### src/rtl/router_pkg.sv
// Shared router constants: default flit width, output-buffer depth, VC count,
// and the VC index width used on every VC-select port.
package router_pkg;

  localparam int FLIT_W   = 64;
  localparam int OB_DEPTH = 4;
  localparam int NUM_VC   = 2;

  // VC index width; a single VC still gets a 1-bit select so ports never collapse.
  function automatic int vc_width(input int n);
    return (n > 1) ? $clog2(n) : 1;
  endfunction

  localparam int VCW = vc_width(NUM_VC);

endpackage : router_pkg

### src/rtl/outbuf_vc_chan.sv
// Single virtual-channel circular FIFO: storage, read/write pointers,
// occupancy count, full/empty flags and a head-of-queue peek.
module outbuf_vc_chan #(
  parameter int WIDTH = router_pkg::FLIT_W,
  parameter int DEPTH = router_pkg::OB_DEPTH
) (
  input  logic             clk,
  input  logic             reset,
  input  logic             wr_en,
  input  logic [WIDTH-1:0] wr_data,
  input  logic             rd_en,
  output logic             full,
  output logic             empty,
  output logic [WIDTH-1:0] head
);

  localparam int PW = $clog2(DEPTH);
  localparam int CW = $clog2(DEPTH + 1);

  logic [WIDTH-1:0] mem [DEPTH];

  logic [PW-1:0] wr_ptr_q, wr_ptr_d;
  logic [PW-1:0] rd_ptr_q, rd_ptr_d;
  logic [CW-1:0] count_q, count_d;

  logic wr_ok;
  logic rd_ok;

  // Flags come only from registered occupancy, never from this cycle's requests.
  assign full  = (count_q == CW'(DEPTH));
  assign empty = (count_q == '0);
  assign head  = mem[rd_ptr_q];

  // Local guards keep the count consistent even if a caller ignores the flags.
  assign wr_ok = wr_en & ~full;
  assign rd_ok = rd_en & ~empty;

  // Next-state for pointers and occupancy; DEPTH is a power of two so the
  // pointer increment wraps from DEPTH-1 to 0 on its own.
  always_comb begin
    // NOTE: every combinational output gets a default first so no path leaves it unassigned (no latch).
    wr_ptr_d = wr_ptr_q;
    rd_ptr_d = rd_ptr_q;
    count_d  = count_q;
    if (wr_ok) wr_ptr_d = wr_ptr_q + PW'(1);
    if (rd_ok) rd_ptr_d = rd_ptr_q + PW'(1);
    unique case ({wr_ok, rd_ok})
      2'b10:   count_d = count_q + CW'(1);
      2'b01:   count_d = count_q - CW'(1);
      default: count_d = count_q;
    endcase
  end

  // Pointer and occupancy state, cleared asynchronously so the channel reads empty.
  always_ff @(posedge clk or posedge reset) begin
    // NOTE: sequential state uses non-blocking assignments so every flop samples pre-edge values.
    if (reset) begin
      wr_ptr_q <= '0;
      rd_ptr_q <= '0;
      count_q  <= '0;
    end else begin
      wr_ptr_q <= wr_ptr_d;
      rd_ptr_q <= rd_ptr_d;
      count_q  <= count_d;
    end
  end

  // Flit storage write port.
  always_ff @(posedge clk) begin
    // NOTE: storage has no reset; empty/count gate every read, so stale contents are never visible.
    if (wr_ok) mem[wr_ptr_q] <= wr_data;
  end

endmodule : outbuf_vc_chan

### src/rtl/outbuf_vc_fifo.sv
// Router output buffer: NUM_VC independent FIFOs, enqueue gated by the
// internal phase, Mealy send strobe gated by the external phase and
// downstream ready, plus a one-cycle overflow pulse on rejected enqueues.
module outbuf_vc_fifo #(
  parameter  int WIDTH  = router_pkg::FLIT_W,
  parameter  int DEPTH  = router_pkg::OB_DEPTH,
  parameter  int NUM_VC = router_pkg::NUM_VC,
  localparam int VCW    = router_pkg::vc_width(NUM_VC)
) (
  input  logic              clk,
  input  logic              reset,
  input  logic              enq,
  input  logic [VCW-1:0]    enq_vc,
  input  logic [WIDTH-1:0]  d_in,
  input  logic              phase_internal,
  input  logic              phase_external,
  input  logic [VCW-1:0]    ext_vc,
  input  logic              ro,
  output logic              so,
  output logic [WIDTH-1:0]  dout,
  output logic [NUM_VC-1:0] full,
  output logic [NUM_VC-1:0] empty,
  output logic [WIDTH-1:0]  q,
  output logic              ovf
);

  logic [NUM_VC-1:0] wr_en;
  logic [NUM_VC-1:0] rd_en;
  logic [WIDTH-1:0]  head [NUM_VC];

  logic [WIDTH-1:0]  sel_head;
  logic              sel_empty;
  logic              ovf_q, ovf_d;

  for (genvar g = 0; g < NUM_VC; g++) begin : g_chan
    outbuf_vc_chan #(
      .WIDTH (WIDTH),
      .DEPTH (DEPTH)
    ) u_chan (
      .clk     (clk),
      .reset   (reset),
      .wr_en   (wr_en[g]),
      .wr_data (d_in),
      .rd_en   (rd_en[g]),
      .full    (full[g]),
      .empty   (empty[g]),
      .head    (head[g])
    );
  end

  // Enqueue decode and ext_vc head select; VC indices >= NUM_VC match no
  // channel, so they enqueue nothing and present an empty head.
  always_comb begin
    wr_en     = '0;
    ovf_d     = 1'b0;
    sel_head  = '0;
    sel_empty = 1'b1;
    for (int v = 0; v < NUM_VC; v++) begin
      if (enq && phase_internal && (enq_vc == VCW'(v))) begin
        if (full[v]) ovf_d    = 1'b1;
        else         wr_en[v] = 1'b1;
      end
      if (ext_vc == VCW'(v)) begin
        sel_head  = head[v];
        sel_empty = empty[v];
      end
    end
  end

  // Send strobe, dequeue decode and the zero-masked data outputs.
  always_comb begin
    so    = phase_external & ro & ~sel_empty;
    rd_en = '0;
    for (int v = 0; v < NUM_VC; v++) begin
      if (ext_vc == VCW'(v)) rd_en[v] = so;
    end
    q    = sel_empty ? '0 : sel_head;
    dout = so ? q : '0;
  end

  // Overflow pulse: high for the single cycle after a rejected enqueue.
  always_ff @(posedge clk or posedge reset) begin
    if (reset) ovf_q <= 1'b0;
    else       ovf_q <= ovf_d;
  end

  assign ovf = ovf_q;

endmodule : outbuf_vc_fifo

### config.mk
export PLATFORM = sky130hd
export DESIGN_NAME = outbuf_vc_fifo
export DESIGN_NICKNAME = d
export VERILOG_FILES = /design/src/rtl/router_pkg.sv /design/src/rtl/outbuf_vc_chan.sv /design/src/rtl/outbuf_vc_fifo.sv
export SDC_FILE = /design/constraint.sdc
export NUM_CORES = 1
export LEC_CHECK = 0
export ABC_CLOCK_PERIOD_IN_PS = 3600
export BUFFER_PORTS_ARGS = -buffer_cell sky130_fd_sc_hd__buf_2
export CORE_ASPECT_RATIO = 2
export CORE_UTILIZATION = 40
export DETAILED_ROUTE_END_ITERATION = 8
export HOLD_SLACK_MARGIN = 0.03
export PLACE_DENSITY = 0.57
export SLEW_MARGIN = 20
export SYNTH_ARGS = -nofsm -noshare
export SYNTH_HDL_FRONTEND = slang
export SYNTH_HIERARCHICAL = 1
export SYNTH_SLANG_ARGS = --single-unit
### constraint.sdc
create_clock -name clk -period 3.6 [get_ports clk]
set_clock_uncertainty 0.2 [all_clocks]
set_input_delay 0.36 -clock clk [delete_from_list [all_inputs] [get_ports clk]]
set_output_delay 0.36 -clock clk [all_outputs]
set_load 0.01 [all_outputs]
Word level (Yosys, flattened, before mapping)

Memory sizes are Yosys's and may differ from the RTL's.
Cells that the tools add are included.
Widths: inputs -> output; s select.

Add/subtract/negate cells: 8
Equality and inequality tests: 6
Bitwise gates (word level): 12
Mux-type cells: 20
Reductions and logical operators: 7

Operators by type and width:

| kind                | number |
|---|---|
| $mux 64             | 3 |
| $mux 1              | 15 |
| $pmux 3 s2          | 2 |
| $add 2x1->2 const B | 4 |
| $add 3x1->3 const B | 2 |
| $and 1x1->1         | 6 |
| $eq 3x3->1 const B  | 2 |
| $logic_not 3->1     | 2 |
| $not 1->1           | 6 |
| $sub 3x1->3 const B | 2 |
| $eq 2x1->1 const B  | 2 |
| $eq 2x2->1 const B  | 2 |
| $reduce_bool 2->1   | 2 |
| $logic_and 1x1->1   | 3 |

RAM bits: 512
Word-level logic and storage cells: 62
Register bits after elaboration: 15
Memories kept: 2
Output and inout port bits: 134
Input bits: 72

Memory list:

| memory               | depth | bits a word | read ports | clocked after Yosys merged registers in | wr ports | RTL line             | text |
|---|---|---|---|---|---|---|---|
| g_chan[0].u_chan.mem | 4     | 64          | 1          | 0                                       | 1        | outbuf_vc_chan.sv:20 | `logic [WIDTH-1:0] mem [DEPTH];` |
| g_chan[1].u_chan.mem | 4     | 64          | 1          | 0                                       | 1        | outbuf_vc_chan.sv:20 |  |

Longest topological paths before layout

Word-level depth: 8
Gate-level depth with buffers: 11
Gate-level depth less buffers: 10

By module

Netlist, hierarchy kept.

By module, submodules not included:

| module         | seq. area each (µm²) | cells each | area each (µm²) | times used |
|---|---|---|---|---|
| outbuf_vc_chan | 7,862.5              | 372        | 9,659.3         | 2 |
| outbuf_vc_fifo | 25.0                 | 233        | 1,695.4         | 1 |

Worst setup path before layout

No wires, ideal clock.

Kind: register -> register
Start: reg g_chan[1].u_chan.count_q[2]
End: mem g_chan[1].u_chan/mem[0][0] (netlist name) (enable)
Required time: 2.971 ns
Buffers on the path: 0
Setup slack: 0.402 ns
Arrival: 2.569 ns
Clock period less this slack: 3.198 ns
Stages on the path, launching flop included: 5
Setup time: 0.429 ns
Cells stage by stage: dfrtp_1 nor3b_2 nor3b_1 nor2b_2 and2_1

Word-level cells in the longest chain between the ends: 6
Elaborated cells between the ends (all ways): 7
Classes of those cells: 1 x eq/ne; 4 x mux; 2 x bitwise

Ends and longest elaborated chain:

| item                         | RTL line             | text |
|---|---|---|
| from (decl)                  | outbuf_vc_chan.sv:24 | `logic [CW-1:0] count_q, count_d;` |
| from (signal assigned)       | outbuf_vc_chan.sv:64 | `count_q <= count_d;` |
| $eq 3x3->1                   | outbuf_vc_chan.sv:30 | `assign full = (count_q == CW'(DEPTH));` |
| via full[1]                  | outbuf_vc_fifo.sv:21 | `output logic [NUM_VC-1:0] full,` |
| $mux 1                       | outbuf_vc_fifo.sv:60 | `if (full[v]) ovf_d = 1'b1;` |
| $mux 1                       | outbuf_vc_fifo.sv:59 | `if (enq && phase_internal && (enq_vc == VCW'(v))) begin` |
| via wr_en[1]                 | outbuf_vc_fifo.sv:27 | `logic [NUM_VC-1:0] wr_en;` |
| $and 1x1->1                  | outbuf_vc_chan.sv:35 | `assign wr_ok = wr_en & ~full;` |
| $mux 1                       | outbuf_vc_chan.sv:71 | `if (wr_ok) mem[wr_ptr_q] <= wr_data;` |
| $mux 1 (not written as such) | outbuf_vc_chan.sv:71 |  |
| to (decl)                    | outbuf_vc_chan.sv:20 |  |

The timed path passes the listed nets, and every way through them passes these cells.

Worst setup path after layout

Start: reg g_chan[1].u_chan.count_q[0]
End: out dout[58]

Word-level cells in the longest chain between the ends: 5
Elaborated cells between the ends (all ways): 6
Classes of those cells: 3 x mux; 2 x bitwise; 1 x reduce/logical

Ends and longest elaborated chain:

| item                | RTL line             | text |
|---|---|---|
| $logic_not 3->1 (*) | outbuf_vc_chan.sv:31 | `assign empty = (count_q == '0);` |
| $mux 1 (*)          | outbuf_vc_fifo.sv:63 | `if (ext_vc == VCW'(v)) begin` |
| $not 1->1           | outbuf_vc_fifo.sv:72 | `so = phase_external & ro & ~sel_empty;` |
| $and 1x1->1         | outbuf_vc_fifo.sv:72 |  |
| $mux 64 (*)         | outbuf_vc_fifo.sv:78 | `dout = so ? q : '0;` |
| to (decl)           | outbuf_vc_fifo.sv:20 | `output logic [WIDTH-1:0] dout,` |

Mark *: on every way between the ends. The rest lies on a longest branch, timed or not.

==> results.py <==
metrics = {
    "synth": {
        "synth_nets": 1061,
        "avgSynthCellArea_um2": 21.5,
        "synth-seq-cells": 527,
        "ys.flop_type": "edfxtp_1",
        "synth_edf_count": 512,
        "syn_inst": 977,
        "synth_warnings": 6,
        "async_reset_ff_share_pct": 2.85,
        "syn_area_mm2": 0.0210,
        "ys_seq_area_share_pct": 75.0,
        "synth.distinct_cells": 24,
    },
    "critical_path": {
        "path_class": "reg2out",
        "cp_data_required_time_ns": 3.04,
        "critPathMaxStageDelay_ns": 0.58,
        "cp_max_fo": 49,
        "crit_chain": "nor3_1, mux2_8, buf_12, nor3_2, buf_2",
        "crit_arrival_ns": 2.72,
        "crit_slowest_cell": "nor3_1",
        "cp-start-kind": "flop",
        "critical_path.endpoint_type": "output pin",
    },
    "grt": {
        "gr-max-usage-layer": "met2",
        "met1_usage_pct": 20.6,
        "grt.overflow.total": 0,
        "grt_pass1_vias": 11077,
        "antenna_found_initial": 0,
        "grt_util_met3_pct": 2.52,
        "grt_max_degree": 57,
        "met2_usage_pct": 34.0,
        "grt_pass1_wl_mm": 69.6,
        "grt_usage_pct": 18.0,
    },
    "die": {
        "ios": 206,
        "die_x_um": 164,
        "die-area_mm2": 0.0535,
        "core_mm2": 0.0518,
        "start_util_pct": 40.6,
        "row_count": 118,
        "die_h_um": 326,
    },
    "cts": {
        "cts_setup_buffers": 0,
        "tritoncts": "built",
        "clock_path_buffers": 3,
        "clock_latency_ns": 0.57,
        "root_buffer": "clkbuf_16",
        "cts.htree.levels": 2,
        "cts_sinks": 527,
        "cts-buffers-inserted": 44,
        "clk_transition_reported_paths_ns": 0.07,
    },
    "timing": {
        "finalHoldViolCount": 0,
        "post-route-period-util_pct": 91.0,
        "fin_tns_setup_ns": 0,
        "worst_slew_pin_slew_ns": 0.958,
        "period_needed_ns": 3.28,
        "max_freq_ghz": 0.305,
        "setup_viol": 0,
        "rsz0062_at_grt": "false",
        "finalMaxSlewViolations": 0,
        "slew_headroom_pct": 36.1,
    },
    "final_layout": {
        "post-route-util_pct": 48.8,
        "area_delta_synth_final_pct": 20.3,
        "post_route_cells_drive_above_1_share_pct": 38.6,
        "mostFrequentLayoutCells": "512 x edfxtp_1, 204 x buf_2, 128 x mux4_2",
        "fin_nets": 1363,
        "layout_commonest_cell": "edfxtp_1",
        "diodes": 0,
    },
    "routing": {
        "num_vias": 10302,
        "ant_nets": 0,
        "drt-pass1-iter-count": 4,
        "detail_route.wl_per_cell_um": 23.8,
        "via_per_inst": 5.22,
        "wirelength_mm": 47.0,
        "drc": 0,
        "drt_iter0_drc": 558,
    },
    "power_and_ir_drop": {
        "power_density_mw_per_mm2": 708,
        "ir_drop_uv": 389,
        "total_power_mw": 17.9,
        "power_leakage_nw": 8.75,
    },
    "placement": {
        "place_congestion": 0.709,
        "port_buffers": 205,
        "place_hpwl_mm": 28.9,
    },
    "min_path": {
        "worstHoldPathType": "in2async",
    },
    "job": {
        "cap_viol_max_count": 0,
    },
    "run_status": {
        "outcome": "finished clean",
    },
}
## state kept, by name, indices dropped and copies added (netlist names)
name and flops:
g_chan.u_chan/count_q 6, g_chan.u_chan/mem 512, g_chan.u_chan/rd_ptr_q 4, g_chan.u_chan/wr_ptr_q 4, ovf 1
## through the flow
stage	setup WS, ns	cells	hold slack, ns	area [µm²]
after detailed placement	0.611	1823	0.0423	23000
after global placement	0.624	1823	0.0422	23000
after global routing	0.137	1975	0.139	25300
after floorplan	0.402	977	-0.111	21000
final	0.324	1975	0.122	25300
after CTS	0.0337	1975	0.0951	25300
## critical path, delay by kind of cell (launching register included)
family	cells	cell delay, ns
multiplexers	1	0.50
flip-flops	1	0.44
buffers and inverters	2	0.47
AND/OR/NAND/NOR	2	0.67
## cell type report
type | instances | area [µm²]
Clock buffer | 49 | 1140
Timing Repair Buffer | 312 | 2200
Tap cell | 660 | 826
Sequential cell | 527 | 15800
Inverter | 15 | 56.3
Multi-Input combinational cell | 379 | 4880
Fill cell | 4327 | 26500
Clock inverter | 33 | 399
## timing repair
action | 4_1_cts | 5_1_grt
setup endpoints to repair | 19 | 49
gates cloned | 1 | 0
endpoints found under the hold margin | 528 | 0
resized for setup | 0 | 1
hold buffers | 69 | 0
## routing by layer
layer | up-vias | part of all wire [%] | routed length, µm
met3 | 52 | 4.1 | 1910
met4 | 0 | 2.3 | 1080
met1 | 5423 | 38 | 17900
met5 | - | 0 | 0
li1 | 4565 | - | -
met2 | 262 | 56 | 26100
## cell families (layout without fill, tap and decap cells)
logic type / Yosys count / in the layout / share of synthesized area (%)
XOR/XNOR: 12 / 12 / 0.500
AND/OR/NAND/NOR: 154 / 154 / 4.49
adder cells (fa/ha/maj): 12 / 12 / 0.786
AO/OA/AOI/OAI: 2 / 2 / 0.0834
flip-flops: 527 / 527 / 75.0
multiplexers: 198 / 199 / 17.1
buffers and inverters: 72 / 409 / 2.10
## final timing paths
kind | start | to | slack, ns | cells after the start
max | g_chan[1].u_chan/count_q[0] | dout[58] | 0.32 | 5
min | reset | g_chan[1].u_chan/count_q[0] | 0.12 | 3
max reg2reg | g_chan[1].u_chan/count_q[2] | g_chan[1].u_chan/mem[2][25] | 0.76 | 5
min reg2reg | g_chan[1].u_chan/count_q[2] | g_chan[1].u_chan/count_q[2] | 0.32 | 1
max in group asynchronous | reset | ovf | 2.51 | 4
min in group clk | enq_vc | g_chan[0].u_chan/wr_ptr_q[0] | 0.15 | 4
## power breakdown
part / switching, mW / total (mW) / leakage [nW] / internal (mW)
Clock: 2.13 / 5.08 / 0.752 / 2.95
Combinational: 2.78 / 5.25 / 3.21 / 2.47
Sequential: 0.402 / 7.57 / 4.79 / 7.17
## cell usage after synthesis, types with 4 or more instances
| library cell | instances | area [µm²] |
|---|---|---|
| clkbuf_1 | 10 | 37.5 |
| mux4_2 | 128 | 2880 |
| and2_1 | 8 | 50.1 |
| xnor2_1 | 6 | 52.6 |
| buf_2 | 26 | 130 |
| buf_4 | 5 | 37.5 |
| nand2_1 | 4 | 15.0 |
| buf_6 | 16 | 180 |
| nor3_1 | 23 | 115 |
| dfrtp_1 | 15 | 375 |
| mux2i_1 | 67 | 671 |
| inv_1 | 15 | 56.3 |
| edfxtp_1 | 512 | 15400 |
| nor2_1 | 68 | 255 |
| xor2_1 | 6 | 52.6 |
| ha_1 | 10 | 125 |
| nor3_2 | 45 | 450 |
Power figures use the tool's default switching activity.
